File: config.mk
export PLATFORM = sky130hd
export DESIGN_NAME = scmp_bus_ctl_flat
export DESIGN_NICKNAME = d
export VERILOG_FILES = /design/src/rtl/scmp_bus_if.sv /design/src/rtl/scmp_bus_ctl.sv /design/src/flat_wrapper.sv
export SDC_FILE = /design/constraint.sdc
export NUM_CORES = 1
export LEC_CHECK = 0
export ABC_CLOCK_PERIOD_IN_PS = 5050
export BUFFER_PORTS_ARGS = -buffer_cell sky130_fd_sc_hd__buf_4
export CORE_MARGIN = 3
export CORE_UTILIZATION = 50
export CTS_BUF_LIST = sky130_fd_sc_hd__clkbuf_2 sky130_fd_sc_hd__clkbuf_4 sky130_fd_sc_hd__clkbuf_8
export DETAILED_ROUTE_END_ITERATION = 8
export GPL_ROUTABILITY_DRIVEN = 0
export GPL_TIMING_DRIVEN = 0
export HOLD_SLACK_MARGIN = 0.05
export PLACE_DENSITY = 0.87
export SKIP_LAST_GASP = 1
export SYNTH_ARGS = -nofsm -noshare
export SYNTH_HDL_FRONTEND = slang
export SYNTH_SLANG_ARGS = --single-unit
File: constraint.sdc
create_clock -name clk -period 5.05 [get_ports clk]
set_input_delay 1.01 -clock clk [delete_from_list [all_inputs] [get_ports clk]]
set_output_delay 1.01 -clock clk [all_outputs]
set_load 0.01 [all_outputs]
File: src/rtl/scmp_bus_if.sv
// Signal bundle between the microcode sequencer, the SC/MP bus controller and the shared system bus.
// The master view belongs to the controller; the slave view is the sequencer/bus environment.
interface scmp_bus_if;
    logic        cyc_req;
    logic        cyc_wr;
    logic [15:0] cyc_addr;
    logic [7:0]  cyc_wdata;
    logic        f_r;
    logic        f_i;
    logic        f_d;
    logic        f_h;
    logic        cyc_ack;
    logic [7:0]  cyc_rdata;
    logic        stall;
    logic        bus_BREQ;
    logic        bus_ENIN;
    logic        bus_ENOUT;
    logic        bus_NHOLD;
    logic        bus_ADS_n;
    logic        bus_RD_n;
    logic        bus_WR_n;
    logic [11:0] bus_addr;
    logic [7:0]  bus_db_o;
    logic        bus_db_oe;
    logic [7:0]  bus_db_i;

    modport master (
        input  cyc_req, cyc_wr, cyc_addr, cyc_wdata, f_r, f_i, f_d, f_h,
        input  bus_ENIN, bus_NHOLD, bus_db_i,
        output cyc_ack, cyc_rdata, stall,
        output bus_BREQ, bus_ENOUT, bus_ADS_n, bus_RD_n, bus_WR_n,
        output bus_addr, bus_db_o, bus_db_oe
    );

    modport slave (
        output cyc_req, cyc_wr, cyc_addr, cyc_wdata, f_r, f_i, f_d, f_h,
        output bus_ENIN, bus_NHOLD, bus_db_i,
        input  cyc_ack, cyc_rdata, stall,
        input  bus_BREQ, bus_ENOUT, bus_ADS_n, bus_RD_n, bus_WR_n,
        input  bus_addr, bus_db_o, bus_db_oe
    );
endinterface

File: src/rtl/scmp_bus_ctl.sv
// SC/MP external bus cycle controller: daisy-chain arbitration, NADS/NRDS/NWDS sequencing,
// NHOLD cycle extension and microcode stall.
module scmp_bus_ctl #(
    parameter int ADS_CYCLES  = 1,
    parameter int STRB_CYCLES = 2
) (
    input  logic       clk,
    input  logic       rst_n,
    scmp_bus_if.master bus
);
    // state | meaning
    // IDLE  | no cycle, bus enable passes downstream
    // ARB   | BREQ raised, waiting for ENIN
    // ADDR  | NADS low, status flags and A15..A12 on data bus
    // STRB  | NRDS or NWDS low, NHOLD sampled on the final clock
    // DONE  | strobes released, cyc_ack pulsed
    typedef enum logic [2:0] {IDLE, ARB, ADDR, STRB, DONE} state_t;

    localparam logic [2:0] ADS_LOAD  = 3'(ADS_CYCLES - 1);
    localparam logic [2:0] STRB_LOAD = 3'(STRB_CYCLES - 1);

    state_t      state_q, state_d;
    logic [2:0]  cnt_q, cnt_d;
    logic        capture;
    logic        ads_n_q, rd_n_q, wr_n_q, breq_q, db_oe_q, ack_q;
    logic [11:0] addr_q;
    logic [7:0]  db_o_q, rdata_q;

    always_comb begin
        state_d = state_q;
        cnt_d   = cnt_q;
        capture = 1'b0;
        case (state_q)
            IDLE: if (bus.cyc_req) state_d = ARB;
            ARB: begin
                if (!bus.cyc_req) begin
                    state_d = IDLE;
                end else if (bus.bus_ENIN) begin
                    state_d = ADDR;
                    cnt_d   = ADS_LOAD;
                end
            end
            ADDR: begin
                if (cnt_q != 3'd0) begin
                    cnt_d = cnt_q - 3'd1;
                end else begin
                    state_d = STRB;
                    cnt_d   = STRB_LOAD;
                end
            end
            STRB: begin
                // NHOLD only matters once the minimum strobe width has elapsed
                if (cnt_q != 3'd0) begin
                    cnt_d = cnt_q - 3'd1;
                end else if (bus.bus_NHOLD) begin
                    state_d = DONE;
                    capture = !bus.cyc_wr;
                end
            end
            DONE:    state_d = IDLE;
            default: state_d = IDLE;
        endcase
    end

    // Pin outputs are decoded from the next state so they change on the same edge as the state.
    always_ff @(posedge clk) begin
        if (!rst_n) begin
            state_q <= IDLE;
            cnt_q   <= 3'd0;
            ads_n_q <= 1'b1;
            rd_n_q  <= 1'b1;
            wr_n_q  <= 1'b1;
            breq_q  <= 1'b0;
            db_oe_q <= 1'b0;
            ack_q   <= 1'b0;
            addr_q  <= 12'd0;
            db_o_q  <= 8'd0;
            rdata_q <= 8'd0;
        end else begin
            state_q <= state_d;
            cnt_q   <= cnt_d;
            ads_n_q <= !(state_d == ADDR);
            rd_n_q  <= !(state_d == STRB && !bus.cyc_wr);
            wr_n_q  <= !(state_d == STRB && bus.cyc_wr);
            breq_q  <= (state_d == ARB) || (state_d == ADDR) || (state_d == STRB);
            db_oe_q <= (state_d == ADDR) || (state_d == STRB && bus.cyc_wr);
            ack_q   <= (state_d == DONE);
            addr_q  <= (state_d == ADDR || state_d == STRB) ? bus.cyc_addr[11:0] : 12'd0;
            if (state_d == ADDR) begin
                db_o_q <= {bus.f_h, bus.f_d, bus.f_i, bus.f_r, bus.cyc_addr[15:12]};
            end else if (state_d == STRB && bus.cyc_wr) begin
                db_o_q <= bus.cyc_wdata;
            end else begin
                db_o_q <= 8'd0;
            end
            if (capture) rdata_q <= bus.bus_db_i;
        end
    end

    assign bus.bus_ENOUT = bus.bus_ENIN && (state_q == IDLE) && !bus.cyc_req;
    assign bus.stall     = bus.cyc_req && !ack_q;
    assign bus.cyc_ack   = ack_q;
    assign bus.cyc_rdata = rdata_q;
    assign bus.bus_BREQ  = breq_q;
    assign bus.bus_ADS_n = ads_n_q;
    assign bus.bus_RD_n  = rd_n_q;
    assign bus.bus_WR_n  = wr_n_q;
    assign bus.bus_addr  = addr_q;
    assign bus.bus_db_o  = db_o_q;
    assign bus.bus_db_oe = db_oe_q;
endmodule

File: src/flat_wrapper.sv
// flat-port wrapper written by rule: the top's interface ports become plain ports
module scmp_bus_ctl_flat 
#(
    parameter int ADS_CYCLES  = 1,
    parameter int STRB_CYCLES = 2
)
  (clk, rst_n, bus_cyc_req, bus_cyc_wr, bus_cyc_addr, bus_cyc_wdata, bus_f_r, bus_f_i, bus_f_d, bus_f_h, bus_bus_ENIN, bus_bus_NHOLD, bus_bus_db_i, bus_cyc_ack, bus_cyc_rdata, bus_stall, bus_bus_BREQ, bus_bus_ENOUT, bus_bus_ADS_n, bus_bus_RD_n, bus_bus_WR_n, bus_bus_addr, bus_bus_db_o, bus_bus_db_oe);
  scmp_bus_if bus_i ();
  input  logic clk;
  input  logic rst_n;
  input wire logic [$bits(bus_i.cyc_req)-1:0] bus_cyc_req;
  input wire logic [$bits(bus_i.cyc_wr)-1:0] bus_cyc_wr;
  input wire logic [$bits(bus_i.cyc_addr)-1:0] bus_cyc_addr;
  input wire logic [$bits(bus_i.cyc_wdata)-1:0] bus_cyc_wdata;
  input wire logic [$bits(bus_i.f_r)-1:0] bus_f_r;
  input wire logic [$bits(bus_i.f_i)-1:0] bus_f_i;
  input wire logic [$bits(bus_i.f_d)-1:0] bus_f_d;
  input wire logic [$bits(bus_i.f_h)-1:0] bus_f_h;
  input wire logic [$bits(bus_i.bus_ENIN)-1:0] bus_bus_ENIN;
  input wire logic [$bits(bus_i.bus_NHOLD)-1:0] bus_bus_NHOLD;
  input wire logic [$bits(bus_i.bus_db_i)-1:0] bus_bus_db_i;
  output wire logic [$bits(bus_i.cyc_ack)-1:0] bus_cyc_ack;
  output wire logic [$bits(bus_i.cyc_rdata)-1:0] bus_cyc_rdata;
  output wire logic [$bits(bus_i.stall)-1:0] bus_stall;
  output wire logic [$bits(bus_i.bus_BREQ)-1:0] bus_bus_BREQ;
  output wire logic [$bits(bus_i.bus_ENOUT)-1:0] bus_bus_ENOUT;
  output wire logic [$bits(bus_i.bus_ADS_n)-1:0] bus_bus_ADS_n;
  output wire logic [$bits(bus_i.bus_RD_n)-1:0] bus_bus_RD_n;
  output wire logic [$bits(bus_i.bus_WR_n)-1:0] bus_bus_WR_n;
  output wire logic [$bits(bus_i.bus_addr)-1:0] bus_bus_addr;
  output wire logic [$bits(bus_i.bus_db_o)-1:0] bus_bus_db_o;
  output wire logic [$bits(bus_i.bus_db_oe)-1:0] bus_bus_db_oe;
  assign bus_i.cyc_req = bus_cyc_req;
  assign bus_i.cyc_wr = bus_cyc_wr;
  assign bus_i.cyc_addr = bus_cyc_addr;
  assign bus_i.cyc_wdata = bus_cyc_wdata;
  assign bus_i.f_r = bus_f_r;
  assign bus_i.f_i = bus_f_i;
  assign bus_i.f_d = bus_f_d;
  assign bus_i.f_h = bus_f_h;
  assign bus_i.bus_ENIN = bus_bus_ENIN;
  assign bus_i.bus_NHOLD = bus_bus_NHOLD;
  assign bus_i.bus_db_i = bus_bus_db_i;
  assign bus_cyc_ack = bus_i.cyc_ack;
  assign bus_cyc_rdata = bus_i.cyc_rdata;
  assign bus_stall = bus_i.stall;
  assign bus_bus_BREQ = bus_i.bus_BREQ;
  assign bus_bus_ENOUT = bus_i.bus_ENOUT;
  assign bus_bus_ADS_n = bus_i.bus_ADS_n;
  assign bus_bus_RD_n = bus_i.bus_RD_n;
  assign bus_bus_WR_n = bus_i.bus_WR_n;
  assign bus_bus_addr = bus_i.bus_addr;
  assign bus_bus_db_o = bus_i.bus_db_o;
  assign bus_bus_db_oe = bus_i.bus_db_oe;
  scmp_bus_ctl #(.ADS_CYCLES(ADS_CYCLES), .STRB_CYCLES(STRB_CYCLES)) u_core (.clk(clk), .rst_n(rst_n), .bus(bus_i));
endmodule
==> metrics.md <==
| Metric | Value |
|---|---|
| Worst-path clk slew | `0.11 ns` |
| Worst-margin pin slew | `0.5098 ns` |
| DR vias/cell | `5.045` |
| CTS H-Tree Depth | `2` |
| Sequential share of power | `55.7%` |
| Largest net degree at the start of global routing | `12` |
| Worst-Skew Late Latency | `0.34 ns` |
| Clock root cell | `clkbuf_4` |
| Register-to-register setup slack | `3.17 ns` |
| Hold Crit Class | `reg2reg` |
| Core Region | `2829 µm²` |
| Maxcap violations | `0` |
| Commonest cells after routing, fill and taps aside | `buf_4, dfxtp_1, nor2_1, mux2i_1, and2_1` |
| Slew Limit Fails | `0` |
| Largest stage delay on the critical path | `0.24 ns` |
| Share of Yosys cell area claimed by the top area cell type | `52.20%` |
| Port Buffers | `77` |
| Max-slew headroom | `65.90%` |
| Sw power | `138.0 µW` |
| Cell Chain, Critical Path | `buf_4, nor2_1, nor4bb_1, buf_4` |
| Status | `completed` |
| Layout Nets | `276` |
| Syn Area/Cell | `10.36 µm²` |
| Die footprint | `3769 µm²` |
| Final setup fails | `0` |
| Setup TNS | `0 ns` |
| Synth Register Bits | `40` |
| Commonest non-fill, non-tap cell in the layout | `buf_4` |
| CTS tree | `built` |
| Cell Count, Final, Fillers Out | `264` |
| RSZ-0062 raised after global routing | `no` |
| WHS Path Cells | `2` |
| Crit path time final | `2.671 ns` |
| Clk_skew | `0.009644 ns` |
| Clock sink total | `40` |
| Sw frac | `23.57%` |
| CP max FO | `4` |
| Largest delay share family, worst path | `simple AND/OR/NAND/NOR gates` |
| Layout cell share with drive strength beyond 1 | `42.49%` |
| Worst Hold Launch | `u_core.cnt_q[1]` |
| Num ports | `78` |
| Int Power | `447.4 µW` |
| Endpoint, Worst Hold | `u_core.cnt_q[1]` |
| Final wirelength | `3764 µm` |
| Crit path required time | `4.04 ns` |
| Synth Warn # | `0` |
| Cells after DPL | `256` |
| Number of DRC markers in iteration 0 | `67` |
| Capturing point of the worst reg2reg path | `u_core.bus.bus_db_o[5]` |
| DR WL/cell | `14.26 µm` |
| Chip Width | `61.39 µm` |
| Gr ovfl total | `0` |
| Die height | `61.39 µm` |
| Hold_buf cts | `0` |
| Area growth syn-to-layout | `44.54%` |
| Final Cycle Share | `52.90%` |
| Startpoint type of the worst setup path | `input pin` |
| WHS | `0.5084 ns` |
| Initial core utilization | `54.22%` |
| First-pass GRT wire length | `6120 µm` |
| Max Root-Sink Buffers | `2` |
| Power Density | `264.0 nW/µm²` |
| Top cell by count, worst path | `buf_4` |
| Synth Net Count | `192` |
| ANT cells | `0` |
| Sequential share of the synthesized area | `52.20%` |
| Dominant cells by area after synthesis | `dfxtp_1, mux2i_1, and2_1, nor2_1, nand3_1` |
| Clk pwr share | `30.3%` |
| Crit path DAT | `1.66 ns` |
| Worst vdd ir | `179.4 µV` |
| Worst setup EP type | `output port` |
| Logic pwr share | `14.0%` |
| Routed via count | `1332` |
| Synth unique cells | `35` |
| Gr usage total | `22.43%` |
| Setup CP Type | `in2out` |
| Mapped Area | `1534 µm²` |
| Post-CTS setup buffer count | `0` |
| Cells after Synth | `148` |
| Final hold violation count | `0` |
| DRC | `0` |
| Post_cts resized | `0` |
| TritonRoute pass-1 iters | `5` |
| Launching point of the worst reg2reg path | `u_core.cnt_q[0]` |
| FP Rows | `19` |
| Dominant synthesized flop cell | `dfxtp_1` |
| Slowest CP cell | `nor4bb_1` |
| ANT nets after route | `0` |
| CTS buffer count | `5` |
| Leakage power | `1.023 nW` |
| CP Buf/Inv Count | `2` |
| Post-synth top area cell | `dfxtp_1` |
| Post-synth EDFFs | `0` |
| Vias in the first global route | `1397` |
| FMAX | `374.3 MHz` |
| Initial antenna violation count | `0` |
| Post-DP HPWL | `3002 µm` |
| Asr flop ratio synth | `0%` |
| Reg2Reg Depth | `7` |
[sequential cells by signal, summed over array words and instances (netlist names)]
name / flops
u_core.bus.bus_ADS_n: 1
u_core.bus.bus_BREQ: 1
u_core.bus.bus_RD_n: 1
u_core.bus.bus_WR_n: 1
u_core.bus.bus_addr: 12
u_core.bus.bus_db_o: 8
u_core.bus.bus_db_oe: 1
u_core.bus.cyc_ack: 1
u_core.bus.cyc_rdata: 8
u_core.cnt_q: 3
u_core.state_q: 3
[worst reg2reg max path: cells and delay by family (launching register included)]
family | cells | cell delay (ns)
AO/OA/AOI/OAI | 1 | 0.34
adder cells (fa/ha/maj) | 1 | 0.26
buffers and inverters | 2 | 0.34
flip-flops | 1 | 0.39
multiplexers | 1 | 0.14
AND/OR/NAND/NOR | 2 | 0.33
[synth_stat cells (2+ instances only)]
master and count:
buf_6 2, and2_1 12, mux2i_1 16, nor3_1 3, buf_4 2, ha_1 2, inv_1 6, clkbuf_1 2
nand2_1 9, nand3_1 9, dfxtp_1 40, a211oi_1 2, nor2_1 16, nand2b_1 4, buf_2 3
[metal layers]
layer  vias up  track usage, %  wire length, µm
met3         7           6.289              245
met1       618           22.73             1365
li1        666               -                -
met4         0           10.61               48
met2        41           41.99             2104
met5         -               0                0
[per-stage QoR]
stage | worst slack [ns] | area (µm²) | util (%) | total power, mW
after global routing | 2.340 | 2217 | 78.37 | 0.6135
after detailed placement | 2.361 | 2151 | 76.03 | 0.4153
after floorplan | 2.537 | 1534 | - | 0.3727
after CTS | 2.361 | 2217 | 78.37 | 0.5880
final | 2.379 | 2217 | 78.37 | 0.5854
after global placement | 2.429 | 2151 | 76.03 | 0.4112
[final cells by class]
type                    count  area, µm²
plain buffers               9      60.06
clock buffers               8      66.31
flip-flops and latches     40      800.8
inverters                   7      26.28
well taps                  31      38.79
repair buffers             77      578.1
fillers                   194      611.8
multi-input cells          92      646.9
[power groups by stage]
| stage | registers [mW] | logic [mW] | clock network [mW] |
|---|---|---|---|
| after floorplan | 0.335 | 0.0380 | 0 |
| after global placement | 0.332 | 0.0788 | 0 |
| after detailed placement | 0.333 | 0.0822 | 0 |
| after CTS | 0.326 | 0.0825 | 0.180 |
| after global routing | 0.327 | 0.0899 | 0.197 |
| final | 0.326 | 0.0822 | 0.177 |
[worst max path at each step]
stage                      startpoint            end  cells past startpoint
after floorplan           bus_cyc_req  bus_bus_ENOUT                      2
after global placement    bus_cyc_req  bus_bus_ENOUT                      4
after detailed placement  bus_cyc_req  bus_bus_ENOUT                      4
after CTS                 bus_cyc_req  bus_bus_ENOUT                      4
after global routing      bus_cyc_req  bus_bus_ENOUT                      4
final                     bus_cyc_req  bus_bus_ENOUT                      4
[logic make-up after synthesis]
logic type               share of synthesized area, %
buffers and inverters                           5.627
XOR/XNOR                                       0.5711
multiplexers                                    10.44
adder cells (fa/ha/maj)                         1.631
flip-flops                                      52.20
AO/OA/AOI/OAI                                   7.667
AND/OR/NAND/NOR                                 21.86
No activity file was read; power rests on OpenSTA's default activity.
